==> config.mk <==
export PLATFORM = sky130hd
export DESIGN_NAME = power_detect
export DESIGN_NICKNAME = d
export VERILOG_FILES = /design/src/rtl/power_detect.sv
export SDC_FILE = /design/constraint.sdc
export NUM_CORES = 1
export LEC_CHECK = 0
export CORE_AREA = 5 5 166 168
export CTS_CLUSTER_DIAMETER = 100
export DETAILED_ROUTE_END_ITERATION = 7
export DIE_AREA = 0 0 171 173
export PLACE_DENSITY = 0.75
export SKIP_CTS_REPAIR_TIMING = 1
export SLEW_MARGIN = 20
export SYNTH_ARGS = -nofsm -noshare
export SYNTH_HDL_FRONTEND = slang
export SYNTH_SLANG_ARGS = --single-unit
==> constraint.sdc <==
create_clock -name clk -period 4.3 [get_ports clk]
set_clock_uncertainty 0.2 [all_clocks]
set_input_delay 0.645 -clock clk [delete_from_list [all_inputs] [get_ports clk]]
set_output_delay 0.645 -clock clk [all_outputs]
set_load 0.01 [all_outputs]
==> src/rtl/power_detect.sv <==
// power_detect: dwell-qualified threshold detector with hysteresis.
// Consumes the integrated-power stream, raises a level detect while an event
// is in progress, pulses on onset/release, and reports each event's peak
// power and duration (in integrator results) when it releases.
module power_detect #(
   parameter logic [7:0] BASE = 8'd0
) (
   input  logic        clk,
   input  logic        reset,
   input  logic        run,
   input  logic        set_stb,
   input  logic [7:0]  set_addr,
   input  logic [31:0] set_data,
   input  logic [31:0] power_in,
   input  logic        strobe_in,
   output logic        detect,
   output logic        rise_stb,
   output logic        fall_stb,
   output logic        event_stb,
   output logic [31:0] event_peak,
   output logic [31:0] event_duration,
   output logic [63:0] debug
);

   typedef enum logic [1:0] {
      IDLE   = 2'd0,
      ARM    = 2'd1,
      ACTIVE = 2'd2,
      DISARM = 2'd3
   } state_t;

   typedef struct packed {
      logic [31:0] thr_hi;
      logic [31:0] thr_lo;
      logic [15:0] dwell;
      logic        enable;
   } cfg_t;

   cfg_t        cfg;
   state_t      state;
   logic [15:0] cnt;
   logic [31:0] peak;
   logic [31:0] dur;

   logic [15:0] dwell_eff;
   logic        dwell_one;
   logic        above;
   logic        below;
   logic [15:0] cnt_inc;
   logic        cnt_hit;
   logic [31:0] dur_inc;
   logic [31:0] peak_max;

   // Settings registers; a write lands on the set_stb edge, so a sample
   // arriving on that same edge still sees the old values.
   always_ff @(posedge clk) begin
      if (reset) begin
         cfg <= '0;
      end else if (set_stb) begin
         if (set_addr == BASE)           cfg.thr_hi <= set_data;
         if (set_addr == BASE + 8'd1)    cfg.thr_lo <= set_data;
         if (set_addr == BASE + 8'd2)    cfg.dwell  <= set_data[15:0];
         if (set_addr == BASE + 8'd3)    cfg.enable <= set_data[0];
      end
   end

   // Per-sample decision terms. A dwell of 0 behaves as 1. The count test is
   // ">=" rather than "==" so that lowering dwell below an in-flight count
   // fires on the next qualifying strobe instead of never.
   always_comb begin
      dwell_eff = (cfg.dwell == 16'd0) ? 16'd1 : cfg.dwell;
      dwell_one = (dwell_eff == 16'd1);
      above     = (power_in >= cfg.thr_hi);
      below     = (power_in <  cfg.thr_lo);
      cnt_inc   = (cnt == 16'hFFFF) ? cnt : cnt + 16'd1;
      cnt_hit   = ({1'b0, cnt} + 17'd1) >= {1'b0, dwell_eff};
      dur_inc   = (dur == 32'hFFFF_FFFF) ? dur : dur + 32'd1;
      peak_max  = (power_in > peak) ? power_in : peak;
   end

   // Detector FSM with registered outputs; pulses default low every cycle,
   // and dropping enable/run silently returns to IDLE without any pulse.
   always_ff @(posedge clk) begin
      if (reset) begin
         state          <= IDLE;
         cnt            <= '0;
         peak           <= '0;
         dur            <= '0;
         detect         <= 1'b0;
         rise_stb       <= 1'b0;
         fall_stb       <= 1'b0;
         event_stb      <= 1'b0;
         event_peak     <= '0;
         event_duration <= '0;
      end else begin
         rise_stb  <= 1'b0;
         fall_stb  <= 1'b0;
         event_stb <= 1'b0;
         if (!cfg.enable || !run) begin
            state  <= IDLE;
            cnt    <= '0;
            peak   <= '0;
            dur    <= '0;
            detect <= 1'b0;
         end else if (strobe_in) begin
            unique case (state)
               IDLE: begin
                  if (above) begin
                     cnt  <= 16'd1;
                     peak <= power_in;
                     dur  <= 32'd1;
                     if (dwell_one) begin
                        state    <= ACTIVE;
                        rise_stb <= 1'b1;
                        detect   <= 1'b1;
                     end else begin
                        state <= ARM;
                     end
                  end
               end
               ARM: begin
                  if (above) begin
                     cnt  <= cnt_inc;
                     dur  <= dur_inc;
                     peak <= peak_max;
                     if (cnt_hit) begin
                        state    <= ACTIVE;
                        rise_stb <= 1'b1;
                        detect   <= 1'b1;
                     end
                  end else begin
                     state <= IDLE;
                     cnt   <= '0;
                     peak  <= '0;
                     dur   <= '0;
                  end
               end
               ACTIVE: begin
                  dur  <= dur_inc;
                  peak <= peak_max;
                  if (below) begin
                     if (dwell_one) begin
                        state          <= IDLE;
                        fall_stb       <= 1'b1;
                        event_stb      <= 1'b1;
                        detect         <= 1'b0;
                        event_peak     <= peak_max;
                        event_duration <= dur_inc;
                        cnt            <= '0;
                        peak           <= '0;
                        dur            <= '0;
                     end else begin
                        cnt   <= 16'd1;
                        state <= DISARM;
                     end
                  end
               end
               DISARM: begin
                  dur  <= dur_inc;
                  peak <= peak_max;
                  if (below) begin
                     cnt <= cnt_inc;
                     if (cnt_hit) begin
                        state          <= IDLE;
                        fall_stb       <= 1'b1;
                        event_stb      <= 1'b1;
                        detect         <= 1'b0;
                        event_peak     <= peak_max;
                        event_duration <= dur_inc;
                        cnt            <= '0;
                        peak           <= '0;
                        dur            <= '0;
                     end
                  end else begin
                     // Release run broken: back to ACTIVE; the next below
                     // restarts the count from 1.
                     state <= ACTIVE;
                  end
               end
               default: state <= IDLE;
            endcase
         end
      end
   end

   assign debug = {state, cnt, peak, 14'd0};

endmodule
==> out/metrics.json, run 1 <==
{
  "status": {"value": "finished clean"},
  "cts.root.buffer_cell": {"value": "sky130_fd_sc_hd__clkbuf_16"},
  "sw_frac_of_total": {"value": 23.0, "unit": "%"},
  "multi_input_area": {"value": 0.00720, "unit": "mm2"},
  "syn_avg_cell_area": {"value": 8.33, "unit": "um2"},
  "critical_path_fanouts_max": {"value": 16},
  "wire_length_of_the_first_global_routing_pass": {"value": 57300, "unit": "um"},
  "synthesis.area": {"value": 0.0127, "unit": "mm2"},
  "filler_cell_count": {"value": 2228},
  "routabilityCongestion": {"value": 0.890},
  "floorplan.core_area": {"value": 0.0258, "unit": "mm2"},
  "seq_power_share": {"value": 45.4, "unit": "%"},
  "power.share.clock": {"value": 46.9, "unit": "%"},
  "ys_warn_count": {"value": 0},
  "antenna_found_initial": {"value": 3},
  "syn-instance-count": {"value": 1529},
  "floorplan.die.width": {"value": 171, "unit": "um"},
  "synth_seq_cells": {"value": 230},
  "cts-root-to-sink-buffers": {"value": 3},
  "global_routing_usage_summed_across_all_routing_layers": {"value": 23.1, "unit": "%"},
  "synthDominantAreaCellType": {"value": "sky130_fd_sc_hd__dfxtp_1"},
  "worstPathCellList": {"value": "ha_2, and3_4, and3_4, and3_4, and3_4, nand3_1, xnor2_1, ha_1, nand2_1, o21ai_1, o2111ai_1, a21o_1, a21oi_1, buf_4, a31oi_4, buf_4, a31o_4, a22o_1"},
  "worstPathRequired": {"value": 4.51, "unit": "ns"},
  "lkg_pwr": {"value": 0.00569, "unit": "uW"},
  "synth_seq_area_share": {"value": 36.1, "unit": "%"},
  "synth.lib_cells_used.distinct": {"value": 75},
  "timing.fmax": {"value": 0.240, "unit": "GHz"},
  "hold_slack": {"value": 0.253, "unit": "ns"},
  "clk_latency": {"value": 0.53, "unit": "ns"},
  "crit_type": {"value": "register to register"},
  "crit_top_cell": {"value": "sky130_fd_sc_hd__and3_4"},
  "rows": {"value": 59},
  "die-height": {"value": 173, "unit": "um"},
  "drive_gt1_share": {"value": 7.30, "unit": "%"},
  "timing.critical_path.slowest_stage_cell": {"value": "sky130_fd_sc_hd__dfxtp_1"},
  "layout.core_utilization": {"value": 62.1, "unit": "%"},
  "maximum_vdd_drop": {"value": 311, "unit": "uV"},
  "min_period": {"value": 4.17, "unit": "ns"},
  "internal_power_consumption": {"value": 3620, "unit": "uW"},
  "vias": {"value": 11710},
  "postRouteWirelength": {"value": 36600, "unit": "um"},
  "areaGrowthSynthToFinish": {"value": 25.6, "unit": "%"},
  "detailedRoute.firstPassIterationCount": {"value": 5},
  "max_slew.worst_pin.slew": {"value": 0.970, "unit": "ns"},
  "cp_startpoint_kind": {"value": "register"},
  "postPlaceCellArea": {"value": 0.0150, "unit": "mm2"},
  "max_cap_viol_count": {"value": 0},
  "comb_power_share": {"value": 7.7, "unit": "%"},
  "synth_top_cells_by_area": {"value": "sky130_fd_sc_hd__dfxtp_1, sky130_fd_sc_hd__ha_1, sky130_fd_sc_hd__nand2_1"},
  "hold_path.class": {"value": "register to register"},
  "critPathMaxStageDelay": {"value": 0.37, "unit": "ns"},
  "finalSetupViolations": {"value": 0},
  "grt.overflow.total": {"value": 0},
  "clock_tree_from_tritoncts": {"value": "built"},
  "pwr_density_cell": {"value": 294, "unit": "mW/mm2"},
  "p_sw": {"value": 1080, "unit": "uW"},
  "placed_cells": {"value": 2005},
  "final_antenna_net_count": {"value": 0},
  "hold_violations": {"value": 0},
  "finalPower": {"value": 4700, "unit": "uW"},
  "timing.critical_path.to_type": {"value": "register"},
  "fp.dieArea": {"value": 0.0296, "unit": "mm2"},
  "seq_area": {"value": 0.00460, "unit": "mm2"},
  "cts-buffers-inserted": {"value": 26},
  "ys_async_sr_fraction": {"value": 0, "unit": "%"},
  "worst_slew_margin_relative_to_its_limit": {"value": 34.7, "unit": "%"},
  "ctsHtreeMaxLevel": {"value": 1},
  "final-instance-count-excl-fill": {"value": 2063},
  "avgViaCountPerCell": {"value": 5.68},
  "dp_hpwl": {"value": 26000, "unit": "um"},
  "port_buffers": {"value": 194},
  "grt_pass1_vias": {"value": 10943},
  "synth_top_flop_cell": {"value": "sky130_fd_sc_hd__dfxtp_1"},
  "cp_top_family": {"value": "compound AO/OA/AOI/OAI gates"},
  "routed_wirelength_normalized_by_instance_count": {"value": 17.7, "unit": "um"},
  "finalInstanceArea": {"value": 0.0160, "unit": "mm2"},
  "synth_edf_count": {"value": 0},
  "initial_core_util": {"value": 49.5, "unit": "%"},
  "layout_worst_path_cycle_share": {"value": 97.0, "unit": "%"},
  "worstPathBufferInverterCount": {"value": 2},
  "clock-sinks": {"value": 230},
  "clkSlewWorstSetupHoldPaths": {"value": 0.06, "unit": "ns"},
  "synthDominantCellAreaShare": {"value": 36.1, "unit": "%"},
  "finish.net_count": {"value": 1896},
  "detail_route.drc_violations": {"value": 0},
  "cp_data_arrival_time": {"value": 4.38, "unit": "ns"},
  "drv_slew": {"value": 0},
  "detail_route.iter0.violations": {"value": 963},
  "top_level_ports": {"value": 209},
  "grt_start_max_net_pins": {"value": 105}
}
cell families after synthesis:
family / Yosys count / share of synthesized area, %
multiplexers: 53 / 4.17
flip-flops: 230 / 36.1
XOR/XNOR: 44 / 3.02
buffers and inverters: 234 / 8.07
AO/OA/AOI/OAI: 367 / 19.6
adder cells (fa/ha/maj): 113 / 11.1
other: 1 / 0.0294
AND/OR/NAND/NOR: 487 / 17.8
worst register-to-register path, stage by stage (launching register included):
cell and delay [ns]:
sky130_fd_sc_hd__dfxtp_1 0.37, sky130_fd_sc_hd__ha_2 0.23, sky130_fd_sc_hd__and3_4 0.22, sky130_fd_sc_hd__and3_4 0.21, sky130_fd_sc_hd__and3_4 0.21, sky130_fd_sc_hd__and3_4 0.20, sky130_fd_sc_hd__nand3_1 0.09, sky130_fd_sc_hd__xnor2_1 0.18
sky130_fd_sc_hd__ha_1 0.32, sky130_fd_sc_hd__nand2_1 0.07, sky130_fd_sc_hd__o21ai_1 0.20, sky130_fd_sc_hd__o2111ai_1 0.13, sky130_fd_sc_hd__a21o_1 0.18, sky130_fd_sc_hd__a21oi_1 0.15, sky130_fd_sc_hd__buf_4 0.17, sky130_fd_sc_hd__a31oi_4 0.12
sky130_fd_sc_hd__buf_4 0.17, sky130_fd_sc_hd__a31o_4 0.32, sky130_fd_sc_hd__a22o_1 0.29
layout make-up:
class,instances,area share [%]
antenna,3,0.0469
clock buffer,39,4.94
clock inverter,8,0.422
inverter,132,3.10
multi-input combinational,1079,45.0
sequential,230,28.8
tap,335,2.62
timing repair buffer,237,15.1
path summary, 6_finish.rpt:
check / startpoint / endpoint / slack [ns] / cells after the start
worst max-delay path: cnt[1] / peak[13] / 0.13 / 18
worst min-delay path: cfg[68] / cfg[68] / 0.25 / 2
worst max register to register: cnt[1] / peak[13] / 0.13 / 18
worst min register to register: cfg[68] / cfg[68] / 0.25 / 2
cells in the mapped netlist, drive strengths merged, types with 44 or more instances:
| master | number |
|---|---|
| mux2i | 52 |
| inv | 132 |
| dfxtp | 230 |
| clkbuf | 44 |
| buf | 58 |
| a31oi | 54 |
| nor2 | 117 |
| a21oi | 112 |
| a211oi | 66 |
| nand2 | 198 |
| nand3 | 53 |
| ha | 113 |
per-stage QoR:
stage	setup WS, ns	setup TNS (ns)
after floorplan	0.241	0
after detailed placement	0.141	0
after CTS	0.0481	0
after global placement	0.222	0
final	0.130	0
after global routing	-0.0106	-0.0119
cell usage in the layout (no fill, tap or decap), types with 12 or more instances in the layout:
cell,n
sky130_fd_sc_hd__and3_1,17
sky130_fd_sc_hd__a22o_1,32
sky130_fd_sc_hd__o211ai_1,13
sky130_fd_sc_hd__buf_4,33
sky130_fd_sc_hd__conb_1,14
sky130_fd_sc_hd__clkbuf_16,30
sky130_fd_sc_hd__nand2_1,198
sky130_fd_sc_hd__o21ai_0,26
sky130_fd_sc_hd__nand4_1,26
sky130_fd_sc_hd__ha_1,112
sky130_fd_sc_hd__inv_1,132
sky130_fd_sc_hd__dfxtp_1,230
sky130_fd_sc_hd__clkdlybuf4s50_1,193
sky130_fd_sc_hd__a21oi_1,110
sky130_fd_sc_hd__a31oi_1,52
sky130_fd_sc_hd__nand3_1,52
sky130_fd_sc_hd__xnor2_1,32
sky130_fd_sc_hd__nor2_1,115
sky130_fd_sc_hd__xor2_1,12
sky130_fd_sc_hd__mux2i_1,52
sky130_fd_sc_hd__a21o_1,13
sky130_fd_sc_hd__a211oi_1,66
registers in the layout, indices dropped and copies added (netlist names):
signal,flops
event_peak,32
peak,32
state,2
event_stb,1
detect,1
cfg,81
event_duration,32
cnt,16
rise_stb,1
dur,32
layer usage:
metal  wire length (um)  vias to the layer above  track usage, %
met2              16900                      397            36.9
met5                  0                        -               0
met4               1180                        0            7.26
met3               2230                       80            3.26
met1              16300                     5496            32.3
li1                   -                     5737               -
power by group through the flow:
stage / logic, uW / registers (uW) / clock network, uW
after floorplan: 187 / 2180 / 0
after global placement: 339 / 2180 / 0
after detailed placement: 350 / 2180 / 0
after CTS: 354 / 2130 / 2250
after global routing: 394 / 2130 / 2340
final: 363 / 2130 / 2210
Power figures use the tool's default switching activity.
==> run 2: changes to the inputs <==
--- a/config.mk
+++ b/config.mk
@@ -6,9 +6,9 @@
 export NUM_CORES = 1
 export LEC_CHECK = 0
 export CORE_AREA = 5 5 166 168
-export CTS_CLUSTER_DIAMETER = 100
 export DETAILED_ROUTE_END_ITERATION = 7
 export DIE_AREA = 0 0 171 173
+export HOLD_SLACK_MARGIN = 0.1
 export PLACE_DENSITY = 0.75
 export SKIP_CTS_REPAIR_TIMING = 1
 export SLEW_MARGIN = 20
==> results of run 2 <==
No change in the layout: final DEF, timing and power equal those of run 1.
==> run 3: changes to the inputs <==
--- a/config.mk
+++ b/config.mk
@@ -6,6 +6,7 @@
 export NUM_CORES = 1
 export LEC_CHECK = 0
 export CORE_AREA = 5 5 166 168
+export CTS_BUF_LIST = sky130_fd_sc_hd__clkbuf_4
 export DETAILED_ROUTE_END_ITERATION = 7
 export DIE_AREA = 0 0 171 173
 export HOLD_SLACK_MARGIN = 0.1
==> run 3 against run 2 <==
Clock-buffer cell count is 54 higher. Combinational power hardly changed. First-iteration DRC count is 7.7% lower. Clock power is 15% lower. Fmax is 0.51% higher. Sequential cell count stayed put. Die area stayed put. Final cell count is 2.9% higher. Critical path type unchanged.
==> out/metrics.json, run 3 (synthesis results as in run 1) <==
{
  "layout_commonest_cell": {"value": "sky130_fd_sc_hd__dfxtp_1"},
  "avgViaCountPerCell": {"value": 5.59, "change": "-1.5%"},
  "detailedRoute.firstPassIterationCount": {"value": 5, "change": "unchanged"},
  "grt_pass1_vias": {"value": 11125, "change": "+1.7%"},
  "crit_top_cell": {"value": "sky130_fd_sc_hd__and3_4"},
  "final_antenna_net_count": {"value": 0, "change": "unchanged"},
  "finalPower": {"value": 4370, "unit": "uW", "change": "-7.1%"},
  "grt.overflow.total": {"value": 0, "change": "unchanged"},
  "min_period": {"value": 4.15, "unit": "ns", "change": "-0.0210 ns"},
  "top_level_ports": {"value": 209, "change": "unchanged"},
  "ctsHtreeMaxLevel": {"value": 2, "change": "+1"},
  "layout_worst_path_cycle_share": {"value": 96.5, "unit": "%", "change": "-0.49 points"},
  "hold_path.class": {"value": "input port to register"},
  "floorplan.core_area": {"value": 0.0258, "unit": "mm2", "change": "unchanged"},
  "mostFrequentLayoutCells": {"value": "sky130_fd_sc_hd__dfxtp_1, sky130_fd_sc_hd__nand2_1, sky130_fd_sc_hd__clkdlybuf4s50_1"},
  "status": {"value": "finished clean"},
  "grt_start_max_net_pins": {"value": 105, "change": "unchanged"},
  "clock_tree_from_tritoncts": {"value": "built"},
  "timing.fmax": {"value": 0.241, "unit": "GHz", "change": "+0.51%"},
  "largest_register": {"value": "cfg"},
  "rows": {"value": 59, "change": "unchanged"},
  "timing.critical_path.to_type": {"value": "register"},
  "filler_cell_count": {"value": 2229, "change": "+0.045%"},
  "maximum_vdd_drop": {"value": 194, "unit": "uV", "change": "-38%"},
  "die-height": {"value": 173, "unit": "um", "change": "unchanged"},
  "max_slew.worst_pin.slew": {"value": 0.999, "unit": "ns", "change": "+0.0290 ns"},
  "flip_flop_count_of_the_largest_register_all_copies_and_words_added": {"value": 81, "change": "unchanged"},
  "finish.net_count": {"value": 1931, "change": "+1.8%"},
  "port_buffers": {"value": 194, "change": "unchanged"},
  "max_cap_viol_count": {"value": 0, "change": "unchanged"},
  "critical_path_fanouts_max": {"value": 16, "change": "unchanged"},
  "clock-sinks": {"value": 230, "change": "unchanged"},
  "cts-buffers-inserted": {"value": 61, "change": "+130%"},
  "critPathMaxStageDelay": {"value": 0.39, "unit": "ns", "change": "+0.02 ns"},
  "drv_slew": {"value": 0, "change": "unchanged"},
  "vias": {"value": 11867, "change": "+1.3%"},
  "cp_startpoint_kind": {"value": "register"},
  "cp_data_arrival_time": {"value": 4.52, "unit": "ns", "change": "+0.14 ns"},
  "areaGrowthSynthToFinish": {"value": 25.0, "unit": "%"},
  "worstPathCellList": {"value": "ha_4, and3_4, and3_4, and3_4, and3_1, nand3_1, xnor2_1, ha_1, nand2_1, o21ai_1, o2111ai_1, a21o_1, a21oi_1, buf_4, a31oi_4, buf_4, a31o_4, a22o_1"},
  "wire_length_of_the_first_global_routing_pass": {"value": 57200, "unit": "um", "change": "-0.14%"},
  "global_routing_usage_summed_across_all_routing_layers": {"value": 23.1, "unit": "%", "change": "about the same"},
  "postRouteWirelength": {"value": 36300, "unit": "um", "change": "-0.83%"},
  "crit_type": {"value": "register to register"},
  "hold_violations": {"value": 0, "change": "unchanged"},
  "final_critical_path_setup_slack": {"value": 0.151, "unit": "ns", "change": "+0.0210 ns"},
  "antenna_found_initial": {"value": 4, "change": "+1"},
  "final-instance-count-excl-fill": {"value": 2122, "change": "+2.9%"},
  "hold_slack": {"value": 0.191, "unit": "ns", "change": "-0.0615 ns"},
  "finalSetupViolations": {"value": 0, "change": "unchanged"},
  "clk_latency": {"value": 0.71, "unit": "ns", "change": "+0.18 ns"},
  "finalSetupTns": {"value": 0, "unit": "ns", "change": "unchanged"},
  "clkSlewWorstSetupHoldPaths": {"value": 0.06, "unit": "ns", "change": "about the same"},
  "detail_route.iter0.violations": {"value": 889, "change": "-7.7%"},
  "fp.dieArea": {"value": 0.0296, "unit": "mm2", "change": "unchanged"},
  "cts.root.buffer_cell": {"value": "sky130_fd_sc_hd__clkbuf_4"},
  "placed_cells": {"value": 2005, "change": "unchanged"},
  "worstPathRequired": {"value": 4.67, "unit": "ns", "change": "+0.16 ns"},
  "timing.critical_path.slowest_stage_cell": {"value": "sky130_fd_sc_hd__dfxtp_1"},
  "detail_route.drc_violations": {"value": 0, "change": "unchanged"},
  "floorplan.die.width": {"value": 171, "unit": "um", "change": "unchanged"},
  "post-place-ws": {"value": 0.141, "unit": "ns", "change": "unchanged"},
  "dp_hpwl": {"value": 26000, "unit": "um", "change": "unchanged"},
  "worst_slew_margin_relative_to_its_limit": {"value": 32.8, "unit": "%", "change": "-2.0 points"},
  "cts-root-to-sink-buffers": {"value": 3, "change": "unchanged"},
  "lkg_pwr": {"value": 0.00571, "unit": "uW", "change": "+0.40%"},
  "drive_gt1_share": {"value": 10.2, "unit": "%", "change": "+2.9 points"},
  "routabilityCongestion": {"value": 0.890, "change": "unchanged"},
  "initial_core_util": {"value": 49.5, "unit": "%", "change": "unchanged"},
  "routed_wirelength_normalized_by_instance_count": {"value": 17.1, "unit": "um", "change": "-3.6%"},
  "pwr_density_cell": {"value": 274, "unit": "mW/mm2", "change": "-6.7%"}
}
run 3: final timing paths:
check                             to  slack, ns  startpoint  depth (start not counted)
setup / recovery            peak[12]       0.15      cnt[0]                         18
hold / removal    event_duration[13]       0.19       reset                          2
setup reg to reg            peak[12]       0.15      cnt[0]                         18
hold reg to reg              cfg[68]       0.25     cfg[68]                          2
run 3: report_power, final:
group	internal, uW	switching (uW)	total, uW
registers	2130	0.578	2130
logic	163	198	361
clock network	974	901	1880
run 3: stage by stage:
step           instance area [um2]  utilization (%)
2_1_floorplan                12800                -
3_3_place_gp                 15000             58.1
3_5_place_dp                 15000             58.1
4_1_cts                      15700             61.0
5_1_grt                      15900             61.8
6_report                     15900             61.8
run 3: metal layers:
layer	vias up	GRT usage [%]	share of wire [%]
met5	-	0	0
met4	0	8.78	3.0
met3	88	3.65	6.3
met2	372	36.3	46
met1	5571	32.0	45
li1	5836	-	-
run 3: layout make-up:
cell class                 count  area (um2)  area share [%]
sequential                   230        4610            28.9
timing repair buffer         237        2430            15.2
clock buffer                  93         698            4.38
clock inverter                12        56.3           0.354
multi-input combinational   1079        7210            45.3
tap                          335         419            2.63
antenna                        4        10.0          0.0629
inverter                     132         495            3.11
run 3: worst max-delay path, delay by kind of cell, from the launching register on:
family | cells | cell delay (ns)
AND/OR/NAND/NOR | 6 | 1.04
buffers and inverters | 2 | 0.36
flip-flops | 1 | 0.39
AO/OA/AOI/OAI | 7 | 1.37
adder cells (fa/ha/maj) | 2 | 0.49
XOR/XNOR | 1 | 0.18
